--- config.mk ---
export PLATFORM = sky130hd
export DESIGN_NAME = ram_port_arbiter
export DESIGN_NICKNAME = d
export VERILOG_FILES = /design/src/rtl/ram_port_arbiter.sv
export SDC_FILE = /design/constraint.sdc
export NUM_CORES = 1
export LEC_CHECK = 0
export BUFFER_PORTS_ARGS = -buffer_cell sky130_fd_sc_hd__buf_2
export CORE_ASPECT_RATIO = 1.4
export CORE_MARGIN = 4
export CORE_UTILIZATION = 46
export DETAILED_ROUTE_END_ITERATION = 7
export PLACE_DENSITY = 0.91
export RECOVER_POWER = 100
export SYNTH_ARGS = -nofsm -noshare
export SYNTH_HDL_FRONTEND = slang
export SYNTH_SLANG_ARGS = --single-unit
export TNS_END_PERCENT = 20
--- constraint.sdc ---
create_clock -name clk -period 2.02 [get_ports clk]
set_input_delay 0.202 -clock clk [delete_from_list [all_inputs] [get_ports clk]]
set_output_delay 0.202 -clock clk [all_outputs]
set_load 0.05 [all_outputs]
--- src/rtl/ram_port_arbiter.sv ---
// ram_port_arbiter: shares one single-beat RAM port between two requesters.
// Each grant registers the address, write data and write enable to the RAM.
// Reads return through a two-stage {valid, port} pipeline, so read data reaches
// the winning requester three cycles after its request was sampled.
// Optional build macro: ARB_FIXED_PRIO_EN. When it is defined, port 0 always
// wins ties. When it is undefined, ties are resolved round-robin.
//
// Request/grant handshake:
//   A requester raises reqN and holds weN/addrN/wdataN stable until gntN is
//   seen. gntN is a one-cycle pulse meaning the access was issued to the RAM
//   in that cycle. A request that is sampled while its own gnt is high is
//   ignored. A requester may therefore present its next request in the gnt
//   cycle, and that request is taken no earlier than the following cycle.
//   Reads complete with a one-cycle rvalidN pulse; rdataN holds its value
//   between pulses. Writes produce no rvalid.

module ram_port_arbiter #(
    parameter int DATA_W = 8,
    parameter int ADDR_W = 8
) (
    input  logic              clk,
    input  logic              rst,
    input  logic              req0,
    input  logic              req1,
    input  logic              we0,
    input  logic              we1,
    input  logic [ADDR_W-1:0] addr0,
    input  logic [ADDR_W-1:0] addr1,
    input  logic [DATA_W-1:0] wdata0,
    input  logic [DATA_W-1:0] wdata1,
    output logic              gnt0,
    output logic              gnt1,
    output logic [DATA_W-1:0] rdata0,
    output logic [DATA_W-1:0] rdata1,
    output logic              rvalid0,
    output logic              rvalid1,
    output logic [ADDR_W-1:0] ram_addr,
    output logic [DATA_W-1:0] ram_data,
    output logic              ram_we,
    input  logic [DATA_W-1:0] ram_out,
    output logic              busy
);

    // Grant and RAM command registers
    logic              r_gnt0;
    logic              r_gnt1;
    logic [ADDR_W-1:0] r_ram_addr;
    logic [DATA_W-1:0] r_ram_data;
    logic              r_ram_we;

    // Read return pipeline: stage 1 is the gnt cycle, stage 2 is the ram_out cycle
    logic              r_s1_valid;
    logic              r_s1_port;
    logic              r_s2_valid;
    logic              r_s2_port;

    // Read data outputs
    logic              r_rvalid0;
    logic              r_rvalid1;
    logic [DATA_W-1:0] r_rdata0;
    logic [DATA_W-1:0] r_rdata1;

`ifndef ARB_FIXED_PRIO_EN
    // 1 = port 1 won the most recent grant, so port 0 wins the next tie
    logic              r_last;
`endif

    // Arbitration and winner-mux wires
    logic              w_eff0;
    logic              w_eff1;
    logic              w_win0;
    logic              w_win1;
    logic              w_win_any;
    logic              w_we_sel;
    logic [ADDR_W-1:0] w_addr_sel;
    logic [DATA_W-1:0] w_wdata_sel;

    // Effective requests, winner selection and mux of the winner's command
    always_comb begin
        w_eff0 = req0 & ~r_gnt0;
        w_eff1 = req1 & ~r_gnt1;
`ifdef ARB_FIXED_PRIO_EN
        w_win0 = w_eff0;
        w_win1 = w_eff1 & ~w_eff0;
`else
        w_win0 = w_eff0 & (~w_eff1 | r_last);
        w_win1 = w_eff1 & (~w_eff0 | ~r_last);
`endif
        w_win_any   = w_win0 | w_win1;
        w_we_sel    = w_win1 ? we1    : we0;
        w_addr_sel  = w_win1 ? addr1  : addr0;
        w_wdata_sel = w_win1 ? wdata1 : wdata0;
    end

    // Register the grants and the RAM command. Address and data hold when idle.
    always_ff @(posedge clk) begin
        if (rst) begin
            r_gnt0     <= 1'b0;
            r_gnt1     <= 1'b0;
            r_ram_addr <= '0;
            r_ram_data <= '0;
            r_ram_we   <= 1'b0;
        end else begin
            r_gnt0 <= w_win0;
            r_gnt1 <= w_win1;
            if (w_win_any) begin
                r_ram_addr <= w_addr_sel;
                r_ram_data <= w_wdata_sel;
                r_ram_we   <= w_we_sel;
            end else begin
                r_ram_we   <= 1'b0;
            end
        end
    end

`ifndef ARB_FIXED_PRIO_EN
    // Round-robin pointer records the most recent winner; it changes only on a grant
    always_ff @(posedge clk) begin
        if (rst) begin
            r_last <= 1'b1;
        end else if (w_win0) begin
            r_last <= 1'b0;
        end else if (w_win1) begin
            r_last <= 1'b1;
        end
    end
`endif

    // Advance the read tags: a read enters stage 1 with its grant and moves to stage 2 next cycle
    always_ff @(posedge clk) begin
        if (rst) begin
            r_s1_valid <= 1'b0;
            r_s1_port  <= 1'b0;
            r_s2_valid <= 1'b0;
            r_s2_port  <= 1'b0;
        end else begin
            r_s1_valid <= w_win_any & ~w_we_sel;
            r_s1_port  <= w_win1;
            r_s2_valid <= r_s1_valid;
            r_s2_port  <= r_s1_port;
        end
    end

    // Capture ram_out for the tagged port and pulse that port's rvalid
    always_ff @(posedge clk) begin
        if (rst) begin
            r_rvalid0 <= 1'b0;
            r_rvalid1 <= 1'b0;
            r_rdata0  <= '0;
            r_rdata1  <= '0;
        end else begin
            r_rvalid0 <= r_s2_valid & ~r_s2_port;
            r_rvalid1 <= r_s2_valid & r_s2_port;
            if (r_s2_valid && !r_s2_port) begin
                r_rdata0 <= ram_out;
            end
            if (r_s2_valid && r_s2_port) begin
                r_rdata1 <= ram_out;
            end
        end
    end

    assign gnt0     = r_gnt0;
    assign gnt1     = r_gnt1;
    assign ram_addr = r_ram_addr;
    assign ram_data = r_ram_data;
    assign ram_we   = r_ram_we;
    assign rvalid0  = r_rvalid0;
    assign rvalid1  = r_rvalid1;
    assign rdata0   = r_rdata0;
    assign rdata1   = r_rdata1;
    assign busy     = r_s1_valid | r_s2_valid;

endmodule
# Yosys cells after proc, flatten, opt, wreduce, memory -nomap -nowiden
# Index checks and enable logic that the tools add are counted.
# totals
reg_bits	41
elab_cells	42
# op_classes
mux	5
bitwise	19
n_reduce_logical	5
# op_table
operator	n
$mux 8	2
$not 1->1	8
$and 1x1->1	7
$or 1x1->1	4
$mux 1	3
$logic_and 1x1->1	2
$reduce_bool 2->1	1
$reduce_or 2->1	1
$logic_not 1->1	1

# Depth between registers and ports, before layout
# logic_depth
depth_word	8
mapped_depth	6
mapped_depth_nobuf	3

# Worst setup path before layout
# No wires, ideal clock.
# synth_path
kind	reg2reg
from	reg r_s1_port (netlist name)
to	reg r_ram_addr[0], in the netlist ram_addr[0]
setup_ns	0.122
arrival_time_ns	1.640
required_time_ns	1.898
path_slack_ns	0.258
stages_incl_launch_ff	6
n_path_buf	2
synth_period_minus_slack_ns	1.762
cell_sequence	dfxtp_1 > nand2b_4 > buf_6 > clkbuf_1 > a21oi_1 > a221o_1
# synth_rtl
element	line	text
end signal, assigned	107	r_ram_addr <= w_addr_sel;
end, declared	47	logic [ADDR_W-1:0] r_ram_addr;

# Worst setup path after layout
# layout_path
from	reg r_gnt0, in the netlist gnt0
to	reg r_ram_addr[2], in the netlist ram_addr[2]
# layout_between
elab_chain_cells	6
word_cells_on_any_way	8
# layout_rtl
element	line	text
start, declared	45	logic r_gnt0;
start signal, assigned	104	r_gnt0 <= w_win0;
$not 1->1 *	80	w_eff0 = req0 & ~r_gnt0;
$and 1x1->1 *	80	
$not 1->1	87	w_win1 = w_eff1 & (~w_eff0 | ~r_last);
$or 1x1->1	87	
$and 1x1->1	87	
$mux 8 or $or 1x1->1 (tied branches)	91, 89	
# Every way passes the cells marked *; elsewhere a longest branch is shown, timed or not.
# A chain may end at the register's enable or synchronous reset.

==> impl_metrics.py <==
metrics = {
    "synthesis": {
        "ys_types": 22,
        "synth_top_cell_by_area": "dfxtp_1",
        "syn-instance-count": 196,
        "syn-num-nets": 242,
        "synth-edff-count": 0,
        "yosysSeqAreaShare_pct": 46.1,
        "synthArstFlopShare_pct": 0,
        "yosysMostFrequentCell": "dfxtp_1",
        "ys_top_cells_by_area": "dfxtp_1 46%, a21oi_1 9.3%, a221o_1 9.0%",
        "yosys_warnings": 0,
        "synth-seq-cells": 41,
        "ys.flop_type": "dfxtp_1",
        "netlist_top_cells_count": "41 x dfxtp_1, 33 x a21oi_1, 26 x nand2_1",
        "syn_area_sq_mm": 0.00178,
        "synth_top_area_share_pct": 46.1,
        "synth.avg_cell_area_sq_um": 9.09,
    },
    "finish": {
        "layout-drive-gt1-share_pct": 20.7,
        "area_growth_pct": 25.4,
        "fillCellCount": 359,
        "fin_cells": 313,
        "nNetsFinal": 316,
        "antenna_cells": 0,
    },
    "floorplan": {
        "die_width_um": 60.6,
        "die-area_sq_mm": 0.00495,
        "coreArea_sq_mm": 0.00371,
        "io_pins": 84,
        "start_util_pct": 48.0,
        "fp.dieH_um": 81.6,
        "row_count": 26,
    },
    "clock_network": {
        "hold_buffers": 0,
        "post_cts_buffers": 0,
        "worstSkewPairLatency_ns": 0.28,
        "cts_buffer_depth": 2,
        "cts.sinks": 41,
        "path_clk_slew_ns": 0.07,
        "cts_root_buffer": "clkbuf_8",
        "cts_made_buffers": 5,
        "post_cts_resized": 0,
        "cts_tree": "built",
        "htreeDepth": 2,
    },
    "timing": {
        "finClkSkew_ns": 0.00599,
        "finalCriticalPeriod_ns": 1.72,
        "grt_setup_unrepaired": "false",
        "slew_viol_final": 0,
        "finalSetupTns_ns": 0,
        "relSlewSlack_pct": 54.3,
        "hold_viol": 0,
        "clock.fmax_ghz": 0.583,
        "setup_viol": 0,
        "worstMarginPinSlew_ns": 0.685,
        "period_share_pct": 85.0,
    },
    "routing": {
        "drt_iter0_markers": 61,
        "num_vias": 1717,
        "post-route-drc-count": 0,
        "post_drt_wl_per_cell_um": 14.3,
        "ant_nets": 0,
        "firstDrtPassIters": 4,
        "drt-total-wl_um": 4490,
        "viasPerCell": 5.49,
    },
    "global_routing": {
        "grt_pass1_wl_um": 6980,
        "grt_max_degree": 42,
        "antenna_found_initial": 0,
        "grt_pass1_vias": 1643,
        "grt_usage_pct": 18.6,
        "grt_remaining_overflow": 0,
    },
    "power": {
        "power_density_mw_per_mm2": 879,
        "p_sw_share_pct": 29.6,
        "power_frac_comb_pct": 21.1,
        "internal_power_mw": 1.38,
        "leakage_nw": 0.947,
        "vdd_drop_max_mv": 0.650,
        "seq_power_share_pct": 45.4,
        "power_mw": 1.96,
        "p_sw_uw": 582,
        "p_clk_share_pct": 33.6,
    },
    "placement": {
        "dp_cells": 305,
        "portBuffers": 83,
        "dp.final_hpwl_um": 3280,
        "gp_congestion": 0.785,
    },
    "worst_setup_path": {
        "endpoint_kind": "flip-flop",
        "cp_max_fo": 19,
        "crit_type": "flip-flop to flip-flop",
        "cp-start-kind": "flip-flop",
        "required_ns": 2.25,
        "cp.arrival_ns": 1.95,
    },
    "status": {
        "status": "completed",
    },
    "hold_path": {
        "hold_path.class": "input pin to flip-flop",
    },
    "job": {
        "cap_violations": 0,
    },
}
layout by cell type (no fill, tap or decap), types with 3 or more instances in the layout:
cell type | netlist | layout
nor2_1 | 4 | 4
nand3_1 | 9 | 9
clkbuf_1 | 10 | 42
nand2_1 | 26 | 26
a221o_1 | 16 | 16
nor2b_1 | 3 | 3
nand2b_1 | 18 | 18
and4b_1 | 16 | 16
clkbuf_8 | 0 | 6
a21oi_1 | 33 | 33
dfxtp_1 | 41 | 41
buf_2 | 4 | 44
metrics by stage:
stage	setup slack (ns)	utilization [%]	cell area, sq um	hold WS, ns
after global routing	0.170	60.3	2230	0.175
after detailed placement	0.449	58.7	2180	0.444
after CTS	0.435	61.8	2290	0.152
after global placement	0.507	58.7	2180	0.439
after floorplan	0.258	-	1780	0.338
final	0.304	60.3	2230	0.159
sequential cells by signal, indices dropped and copies added, names as in the netlist, 8 cells and up:
| signal | cells |
|---|---|
| rdata0 | 8 |
| ram_data | 8 |
| rdata1 | 8 |
| ram_addr | 8 |
kinds of logic (layout without fill, tap and decap cells):
kind of cell,after synthesis,count (layout),share of synthesized area [%]
buffers and inverters,20,95,5.76
and+or+nand+nor,83,83,28.4
AOI/OAI and AO/OA,52,52,19.7
DFF,41,41,46.1
layer usage:
layer  global-route usage, %  vias to the layer above  wire (um)
li1                        -                      853          -
met1                    19.1                      768       1680
met2                    34.2                       85       2280
met3                    4.25                       11        414
met4                    9.54                        0        113
met5                       0                        -          0
critical path, stage by stage (launching register included):
cell and delay, ns:
dfxtp_1 0.33, nand3b_1 0.50, nand2_1 0.24, clkbuf_1 0.37, a221o_1 0.22
power groups by stage:
stage	sequential (mW)	clock (mW)	combinational [mW]
finish	0.891	0.659	0.414
global route	0.897	0.707	0.441
CTS	0.890	0.677	0.431
detailed placement	0.906	0	0.431
global placement	0.907	0	0.424
floorplan	1.06	0	0.161
final cells by class:
type	count	area, sq um	share of cell area, %
clock buffers	7	86.3	3.86
clock inverters	1	30.0	1.34
multi-input cells	135	858	38.4
flip-flops and latches	41	821	36.7
well taps	42	52.6	2.35
repair buffers	87	387	17.3
worst paths after layout:
kind,startpoint,cells past startpoint,endpoint,slack [ns]
max,gnt0,4,ram_addr[2],0.30
max reg2reg,gnt0,4,ram_addr[2],0.30
min,ram_out[7],3,rdata0[7],0.16
min reg2reg,rdata0[0],2,rdata0[0],0.46
No activity file was read; power rests on OpenSTA's default activity.
